[config.mk]
export PLATFORM = sky130hd
export DESIGN_NAME = ff_array_req_ctrl
export DESIGN_NICKNAME = d
export VERILOG_FILES = /design/src/rtl/ff_array_pkg.sv /design/src/rtl/ff_array_rsp_fifo.sv /design/src/rtl/ff_array_req_ctrl.sv
export SDC_FILE = /design/constraint.sdc
export NUM_CORES = 1
export LEC_CHECK = 0
export CAP_MARGIN = 20
export CORE_MARGIN = 1.5
export CORE_UTILIZATION = 47
export DETAILED_ROUTE_END_ITERATION = 6
export PLACE_DENSITY = 0.75
export SYNTH_ARGS = -nofsm -noshare
export SYNTH_HDL_FRONTEND = slang
export SYNTH_HIERARCHICAL = 1
export SYNTH_SLANG_ARGS = --single-unit
[constraint.sdc]
create_clock -name clk -period 2.3 [get_ports clk]
set_clock_uncertainty 0.2 [all_clocks]
set_input_delay 0.345 -clock clk [delete_from_list [all_inputs] [get_ports clk]]
set_output_delay 0.345 -clock clk [all_outputs]
set_load 0.02 [all_outputs]
[src/rtl/ff_array_pkg.sv]
// ff_array_pkg: shared constants, command opcodes and FSM states for the 8x8 flip-flop array request path
package ff_array_pkg;
    localparam int DATA_W        = 8;
    localparam int ADDR_W        = 3;
    localparam int ARR_DEPTH     = 2 ** ADDR_W;
    localparam int RSP_DEPTH_DEF = 4;
    typedef enum logic [1:0] {
        OP_WRITE = 2'd0,
        OP_READ  = 2'd1,
        OP_CLEAR = 2'd2,
        OP_RSVD  = 2'd3
    } op_e;
    typedef enum logic {
        ST_RUN   = 1'b0,
        ST_CLEAR = 1'b1
    } state_e;
endpackage

[src/rtl/ff_array_rsp_fifo.sv]
// ff_array_rsp_fifo: synchronous FIFO of {addr, data} read responses
// Ports: clk/resetn (sync, active-low), i_push/i_wdata write side, i_pop read side,
//        o_rdata head entry (holds the last popped entry while empty), o_count occupancy, o_empty.
module ff_array_rsp_fifo #(
    parameter  int DEPTH = 4,
    parameter  int W     = 11,
    localparam int CW    = $clog2(DEPTH) + 1
) (
    input  logic          clk,
    input  logic          resetn,
    input  logic          i_push,
    input  logic          i_pop,
    input  logic [W-1:0]  i_wdata,
    output logic [W-1:0]  o_rdata,
    output logic [CW-1:0] o_count,
    output logic          o_empty
);
    localparam int PW = $clog2(DEPTH);
    logic [W-1:0]  r_mem [DEPTH];
    logic [PW-1:0] r_wp, r_rp;
    logic [CW-1:0] r_count;
    logic [W-1:0]  r_hold;
    always_ff @(posedge clk) begin
        if (!resetn) begin
            r_wp    <= '0;
            r_rp    <= '0;
            r_count <= '0;
            r_hold  <= '0;
        end else begin
            if (i_push) r_wp <= r_wp + 1'b1;
            if (i_pop) begin
                r_rp   <= r_rp + 1'b1;
                r_hold <= r_mem[r_rp];
            end
            r_count <= r_count + CW'(i_push) - CW'(i_pop);
        end
    end
    always_ff @(posedge clk)
        if (i_push) r_mem[r_wp] <= i_wdata;
    assign o_empty = r_count == '0;
    assign o_count = r_count;
    // While empty, present the last consumed entry so the response bus holds still.
    assign o_rdata = o_empty ? r_hold : r_mem[r_rp];
endmodule

[src/rtl/ff_array_req_ctrl.sv]
// ff_array_req_ctrl: command-to-array request controller with read-response FIFO and CLEAR sweep
// Ports: clk/resetn (sync, active-low); i_cmd_* / o_cmd_ready command stream (op 0=WRITE 1=READ 2=CLEAR 3=reserved);
//        o_arr_wr/o_arr_rd/o_arr_addr/o_arr_din drive the array, i_arr_dout (1-cycle latency) and i_arr_error come back;
//        o_rsp_valid/i_rsp_ready/o_rsp_data/o_rsp_addr response stream; o_busy during CLEAR; o_err_sticky until reset.
module ff_array_req_ctrl
    import ff_array_pkg::*;
#(
    parameter int RSP_DEPTH = RSP_DEPTH_DEF
) (
    input  logic              clk,
    input  logic              resetn,
    input  logic              i_cmd_valid,
    output logic              o_cmd_ready,
    input  logic [1:0]        i_cmd_op,
    input  logic [ADDR_W-1:0] i_cmd_addr,
    input  logic [DATA_W-1:0] i_cmd_data,
    output logic              o_arr_wr,
    output logic              o_arr_rd,
    output logic [ADDR_W-1:0] o_arr_addr,
    output logic [DATA_W-1:0] o_arr_din,
    input  logic [DATA_W-1:0] i_arr_dout,
    input  logic              i_arr_error,
    output logic              o_rsp_valid,
    input  logic              i_rsp_ready,
    output logic [DATA_W-1:0] o_rsp_data,
    output logic [ADDR_W-1:0] o_rsp_addr,
    output logic              o_busy,
    output logic              o_err_sticky
);
    localparam int CW = $clog2(RSP_DEPTH) + 1;
    state_e                    r_state, w_next;
    logic [ADDR_W-1:0]         r_cnt, r_rd_addr;
    logic                      r_inflight, r_err;
    logic [CW-1:0]             w_count;
    logic                      w_empty;
    logic [CW:0]               w_used;
    op_e                       w_op;
    logic                      w_ready, w_acc, w_pop, w_is_rd, w_is_wr;
    logic [ADDR_W+DATA_W-1:0]  w_head;
    assign w_op    = op_e'(i_cmd_op);
    // Credit counts both queued responses and the read whose data lands next cycle.
    assign w_used  = {1'b0, w_count} + (CW+1)'(r_inflight);
    assign w_ready = (r_state == ST_RUN) && (w_used < (CW+1)'(RSP_DEPTH));
    assign w_acc   = i_cmd_valid && w_ready;
    assign w_is_wr = w_acc && (w_op == OP_WRITE);
    assign w_is_rd = w_acc && (w_op == OP_READ);
    assign w_pop   = o_rsp_valid && i_rsp_ready;
    always_ff @(posedge clk)
        r_state <= !resetn ? ST_RUN : w_next;
    always_comb begin
        w_next = (r_state == ST_RUN) ? ((w_acc && w_op == OP_CLEAR) ? ST_CLEAR : ST_RUN)
                                     : ((&r_cnt) ? ST_RUN : ST_CLEAR);
    end
    always_comb begin
        o_cmd_ready = w_ready;
        o_busy      = r_state == ST_CLEAR;
        o_arr_wr    = o_busy || w_is_wr;
        o_arr_rd    = w_is_rd;
        o_arr_addr  = o_busy ? r_cnt : (w_is_wr || w_is_rd) ? i_cmd_addr : '0;
        o_arr_din   = w_is_wr ? i_cmd_data : '0;
    end
    always_ff @(posedge clk) begin
        if (!resetn) begin
            r_cnt      <= '0;
            r_inflight <= 1'b0;
            r_rd_addr  <= '0;
            r_err      <= 1'b0;
        end else begin
            r_cnt      <= (r_state == ST_CLEAR) ? r_cnt + 1'b1 : '0;
            r_inflight <= w_is_rd;
            if (w_is_rd) r_rd_addr <= i_cmd_addr;
            r_err      <= r_err || i_arr_error || (w_acc && w_op == OP_RSVD);
        end
    end
    ff_array_rsp_fifo #(
        .DEPTH (RSP_DEPTH),
        .W     (ADDR_W + DATA_W)
    ) u_fifo (
        .clk     (clk),
        .resetn  (resetn),
        .i_push  (r_inflight),
        .i_pop   (w_pop),
        .i_wdata ({r_rd_addr, i_arr_dout}),
        .o_rdata (w_head),
        .o_count (w_count),
        .o_empty (w_empty)
    );
    assign o_rsp_valid              = !w_empty;
    assign {o_rsp_addr, o_rsp_data} = w_head;
    assign o_err_sticky             = r_err;
endmodule

# Yosys cells after proc, flatten, opt, wreduce, memory -nomap -nowiden
# Memories as Yosys holds them, arrays and structs flattened. A register that Yosys moved wholly into a read port is not among the register bits.
# Index checks and enable logic that the tools add are counted.
# W data, S select, Z words.
dict set report word_totals {
  output_inout_bits 28
  word_cells 48
  mem_count 1
  register_bits 27
  in_bits 26
  mem_bits_rw 44
}
dict set report op_classes {
  n_lt_le_gt_ge 1
  bitwise 1
  reduce_logical 16
  n_eq_ne 3
  n_addsub 6
  n_mux 11
}
# memory words word_bits rd rd_ports_with_merged_regs write_ports line
set memory_table {}
lappend memory_table {u_fifo.r_mem 4 11 1 1 1 ff_array_rsp_fifo.sv:19} ;# logic [W-1:0] r_mem [DEPTH];
# cell count
set ops {}
lappend ops {{$mux W11} 1}
lappend ops {{$mux W8} 1}
lappend ops {{$logic_and A1 B1 Y1} 7}
lappend ops {{$mux W3} 2}
lappend ops {{$mux W1} 5}
lappend ops {{$add A2 B1 Y2 const B} 2}
lappend ops {{$add A3 B1 Y4} 1}
lappend ops {{$eq A2 B2 Y1 const B} 2}
lappend ops {{$logic_or A1 B1 Y1} 4}
lappend ops {{$lt A4 B3 Y1 const B} 1}
lappend ops {{$mux W2} 2}
lappend ops {{$add A3 B1 Y3} 1}
lappend ops {{$add A3 B1 Y3 const B} 1}
lappend ops {{$logic_not A3 Y1} 1}
lappend ops {{$reduce_and A3 Y1} 1}
lappend ops {{$sub A3 B1 Y3} 1}
lappend ops {{$eq A2 B1 Y1 const B} 1}
lappend ops {{$logic_not A2 Y1} 1}
lappend ops {{$reduce_and A2 Y1} 1}
lappend ops {{$logic_not A1 Y1} 1}
lappend ops {{$not A1 Y1} 1}

# Longest topological paths before layout
dict set report depth {
  depth_word 8
  ltp_mapped 9
  ltp_nobuf 8
}

# Hierarchy
# Netlist, hierarchy kept.
# module cells_each area_each_um2 seq_area_each_um2 instances
set modules_own_cells {}
lappend modules_own_cells {ff_array_rsp_fifo 148 2570.0 1721.7 1}
lappend modules_own_cells {ff_array_req_ctrl 58 519.2 180.2 1}

# Least setup slack after synthesis
# OpenSTA, ideal clock, no wires.
dict set report synth_timing {
  path_kind {register -> register}
  from {register u_fifo.r_count[1] (netlist: u_fifo/o_count[1])}
  to {register u_fifo.r_count[2] (netlist: u_fifo/o_count[2])}
  synth_period_minus_slack_ns 2.393
  path_slack_ns -0.093
  required_ns 1.983
  path_stages_with_launch 10
  setup_time_ns 0.117
  t_arrival_ns 2.076
  path_buffers 1
  cell_sequence {dfxtp_1 > nor3_1 > buf_2 > nor2b_1 > ha_1 > inv_1 > ha_1 > fa_1 > xor3_1 > nor2_1}
}
dict set report synth_between {
  elab_chain_len 4
  word_cells_on_any_way 5
  classes_between {add/sub: 2; reduce/logical: 3}
}
# item line
set synth_lines {}
lappend synth_lines {{start, declared} ff_array_rsp_fifo.sv:21} ;# logic [CW-1:0] r_count;
lappend synth_lines {{start signal, assigned} ff_array_rsp_fifo.sv:35} ;# r_count <= r_count + CW'(i_push) - CW'(i_pop);
lappend synth_lines {{$logic_not A3 Y1} ff_array_rsp_fifo.sv:40} ;# assign o_empty = r_count == '0;
lappend synth_lines {{via w_empty} ff_array_req_ctrl.sv:35} ;# logic w_empty;
lappend synth_lines {{$logic_not A1 Y1} ff_array_req_ctrl.sv:88} ;# assign o_rsp_valid = !w_empty;
lappend synth_lines {{$logic_and A1 B1 Y1} ff_array_req_ctrl.sv:47} ;# assign w_pop = o_rsp_valid && i_rsp_ready;
lappend synth_lines {{via w_pop} ff_array_req_ctrl.sv:38} ;# logic w_ready, w_acc, w_pop, w_is_rd, w_is_wr;
lappend synth_lines {{$sub A3 B1 Y3} ff_array_rsp_fifo.sv:35}
# The timed path passes the listed nets, and every way through them passes these cells.
# A chain may end at the register's enable or synchronous reset.

==> impl_metrics.xml <==
<?xml version="1.0" encoding="UTF-8"?>
<metrics>
  <group name="global_routing">
    <metric name="antenna_found_initial" unit="">0</metric>
    <metric name="vias_in_the_first_global_route" unit="">1780</metric>
    <metric name="groute.usage.overall" unit="">0.162</metric>
    <metric name="grt_max_degree" unit="">29</metric>
    <metric name="grt_pass1_wl" unit="um">8710</metric>
    <metric name="sum_of_overflow_across_all_layers_after_global_routing" unit="">0</metric>
  </group>
  <group name="finish">
    <metric name="area_growth" unit="%">31.7</metric>
    <metric name="num-nets-final" unit="">318</metric>
    <metric name="layout-drive-gt1-share" unit="">0.347</metric>
    <metric name="final_core_util" unit="">0.641</metric>
    <metric name="antennaDiodeCount" unit="">0</metric>
  </group>
  <group name="setup_path">
    <metric name="slowest_stage" unit="">mux4_2</metric>
    <metric name="setup.worst_path.class" unit="">flip-flop to primary output</metric>
    <metric name="crit_cells" unit="">5</metric>
    <metric name="critPathArrivalTime" unit="ns">1.88</metric>
    <metric name="cpPeakStageDelay" unit="ns">0.54</metric>
    <metric name="critical_path_peak_fanout" unit="">4</metric>
    <metric name="critical_path_cell_list" unit="">buf_12 -&gt; buf_8 -&gt; mux4_2 -&gt; mux2_4 -&gt; buf_6</metric>
    <metric name="required_time_of_the_worst_setup_path" unit="ns">1.75</metric>
    <metric name="endpoint_kind" unit="">primary output</metric>
    <metric name="worstRegToRegCells" unit="">8</metric>
    <metric name="worst_setup_path_start_kind" unit="">flip-flop</metric>
    <metric name="timing.critical_path.buf_inv" unit="">3</metric>
    <metric name="critical-path-top-delay-family" unit="">multiplexers</metric>
  </group>
  <group name="synth">
    <metric name="ys_seq_elements" unit="">73</metric>
    <metric name="synthesized_instance_count" unit="">206</metric>
    <metric name="synth.largest_area_cell" unit="">edfxtp_1</metric>
    <metric name="synth.yosys.seq_area_share" unit="">0.616</metric>
    <metric name="ranking_of_synthesized_cells_by_instance_count" unit="">edfxtp_1 (44), dfxtp_1 (29), and2_1 (16)</metric>
    <metric name="ys.flop_type" unit="">edfxtp_1</metric>
    <metric name="synthTopCellsByArea" unit="">edfxtp_1 (43%), dfxtp_1 (19%), mux4_2 (7.3%)</metric>
    <metric name="yosys.area.top_type_share" unit="">0.428</metric>
    <metric name="postSynthAreaPerCell" unit="sq um">15.0</metric>
    <metric name="yosysUniqueCellTypes" unit="">34</metric>
    <metric name="yosys.cell_count.top_type" unit="">edfxtp_1</metric>
    <metric name="count_of_flip_flops_with_a_built_in_enable_after_synthesis" unit="">44</metric>
    <metric name="asyncSetResetFlopFracSynth" unit="">0</metric>
    <metric name="yosys_synthesis_warning_count" unit="">6</metric>
    <metric name="syn-num-nets" unit="">241</metric>
    <metric name="syn_area" unit="sq um">3090</metric>
  </group>
  <group name="clock_network">
    <metric name="clock_sink_count" unit="">73</metric>
    <metric name="worstSkewPairLatency" unit="ns">0.34</metric>
    <metric name="clockBufferDepth" unit="">2</metric>
    <metric name="cts_tree" unit="">built</metric>
    <metric name="numCtsBuffers" unit="">9</metric>
    <metric name="clk_root_buffer_cell" unit="">clkbuf_8</metric>
    <metric name="path_clk_slew" unit="ns">0.08</metric>
    <metric name="htree_levels" unit="">3</metric>
  </group>
  <group name="die">
    <metric name="dieWidth" unit="um">84.1</metric>
    <metric name="num_rows" unit="">29</metric>
    <metric name="die_h" unit="um">84.1</metric>
    <metric name="placeableCoreArea" unit="sq um">6350</metric>
    <metric name="initial_core_util" unit="">0.487</metric>
    <metric name="design.die.area" unit="sq um">7070</metric>
    <metric name="ioPinCount" unit="">54</metric>
  </group>
  <group name="detailed_routing">
    <metric name="wl" unit="um">5560</metric>
    <metric name="detail_route.first_pass.iterations" unit="">4</metric>
    <metric name="remaining_design_rule_violation_count" unit="">0</metric>
    <metric name="routed_wire_length_per_instance" unit="um">15.2</metric>
    <metric name="vias_per_cell" unit="">5.01</metric>
    <metric name="detail-route-antenna-nets" unit="">0</metric>
    <metric name="vias" unit="">1828</metric>
    <metric name="drtIter0Drc" unit="">66</metric>
  </group>
  <group name="pwr">
    <metric name="total_leakage_power" unit="nW">1.63</metric>
    <metric name="total_power" unit="mW">4.20</metric>
    <metric name="worst_ir_drop_vdd" unit="uV">620</metric>
    <metric name="power.density" unit="nW/um^2">1030</metric>
  </group>
  <group name="timing">
    <metric name="final.period_utilization" unit="">1.05</metric>
    <metric name="max_slew_vio_count" unit="">0</metric>
    <metric name="max_slew_margin" unit="">0.612</metric>
    <metric name="report.final.setup_viol" unit="">10</metric>
    <metric name="tns" unit="ns">-0.829</metric>
    <metric name="rsz0062_at_grt" unit="">true</metric>
    <metric name="fin_crit" unit="ns">2.42</metric>
    <metric name="fin_worst_hold_slack" unit="ns">0.259</metric>
    <metric name="worst_slack" unit="ns">-0.124</metric>
    <metric name="timing.final.hold_violations" unit="">0</metric>
    <metric name="pin_slew_with_the_least_headroom_to_its_limit" unit="ns">0.581</metric>
    <metric name="max_clock_freq" unit="MHz">412</metric>
  </group>
  <group name="place">
    <metric name="placement.io_buffers" unit="">53</metric>
    <metric name="gp_congestion" unit="">0.704</metric>
    <metric name="dp.final_hpwl" unit="um">3730</metric>
    <metric name="placement.setup.worst_slack" unit="ns">-0.297</metric>
  </group>
  <group name="outcome">
    <metric name="run_status" unit="">finished with violations</metric>
    <metric name="failing_checks" unit="">negative setup slack</metric>
  </group>
  <group name="worst_hold_path">
    <metric name="hold_crit_depth" unit="">1</metric>
    <metric name="hold_path.class" unit="">flip-flop to flip-flop</metric>
  </group>
  <group name="flow_run">
    <metric name="drv.max_cap_violation_count" unit="">0</metric>
  </group>
</metrics>
-- path summary, 6_finish.rpt --
kind / startpoint / end / slack [ns]
max: flip-flop / o_rsp_data[1] / -0.12
min reg2reg: r_cnt[0] / r_cnt[0] / 0.26
max reg2reg: u_fifo/o_count[1] / u_fifo/o_count[2] / 0.21
min: r_cnt[0] / r_cnt[0] / 0.26
-- state kept, by name, indices dropped and copies added (netlist names), named ones only --
register and flops:
u_fifo/r_hold 11, u_fifo/r_mem 44, o_err_sticky 1, r_cnt 3
u_fifo/o_count 3, o_busy 1, u_fifo/r_wp 2, r_inflight 1
r_rd_addr 3, u_fifo/r_rp 2
-- layer usage --
layer / vias up / GRT usage / part of all wire
li1: 912 / - / -
met1: 878 / 0.214 / 0.46
met2: 30 / 0.245 / 0.50
met3: 8 / 0.0425 / 0.027
met4: 0 / 0.0835 / 0.019
met5: - / 0 / 0
-- logic make-up (layout without fill, tap and decap cells) --
| logic type | after synthesis | count (layout) | share of synthesized area |
|---|---|---|---|
| adder cells (fa/ha/maj) | 9 | 9 | 0.0389 |
| AND/OR/NAND/NOR | 58 | 58 | 0.113 |
| multiplexers | 26 | 26 | 0.134 |
| flip-flops | 73 | 73 | 0.616 |
| XOR/XNOR | 3 | 3 | 0.0134 |
| AO/OA/AOI/OAI | 19 | 19 | 0.0543 |
| buffers and inverters | 18 | 100 | 0.0308 |
-- metrics by stage --
stage	area, sq um	cells
after detailed placement	3760	337
final	4070	365
after CTS	3970	357
after global placement	3760	337
after floorplan	3100	206
after global routing	4070	365
-- cell usage in the layout (no fill, tap or decap), types with 2 or more instances in the layout --
| master | instances |
|---|---|
| clkdlybuf4s50_1 | 26 |
| dfxtp_1 | 25 |
| dlygate4sd2_1 | 11 |
| inv_6 | 2 |
| edfxtp_1 | 44 |
| nor2_1 | 8 |
| clkinv_4 | 2 |
| mux2_2 | 3 |
| a22o_2 | 12 |
| a22o_1 | 2 |
| clkbuf_8 | 9 |
| clkbuf_2 | 3 |
| buf_2 | 2 |
| buf_4 | 19 |
| nor2b_1 | 12 |
| nand3b_1 | 2 |
| and2_1 | 16 |
| mux2i_1 | 4 |
| buf_12 | 3 |
| mux4_2 | 11 |
| xnor2_1 | 2 |
| o21ai_0 | 3 |
| nand2_1 | 8 |
| dlymetal6s2s_1 | 2 |
| inv_1 | 8 |
| ha_1 | 8 |
| buf_6 | 9 |
| mux2_4 | 8 |
| clkinvlp_4 | 2 |
| and3_2 | 3 |
| dfxtp_2 | 4 |
-- timing repair --
action / 4_1_cts / 5_1_grt
resized for setup: 80 / 23
hold buffers: 0 / 0
buffers inserted: 4 / 9
endpoints found under the setup margin: 25 / 18
-- cell type report --
class | count | area (sq um)
Clock inverter | 7 | 53.8
Timing Repair Buffer | 76 | 726
Inverter | 8 | 30.0
Fill cell | 485 | 2280
Multi-Input combinational cell | 115 | 1130
Sequential cell | 73 | 1910
Tap cell | 77 | 96.3
Clock buffer | 9 | 124
-- power breakdown --
part	internal, mW	total (mW)	switching (mW)
registers	1.50	1.58	0.0809
clock network	0.398	0.891	0.493
logic	1.02	1.74	0.722
Note: power is estimated with default switching activity, not from simulation.
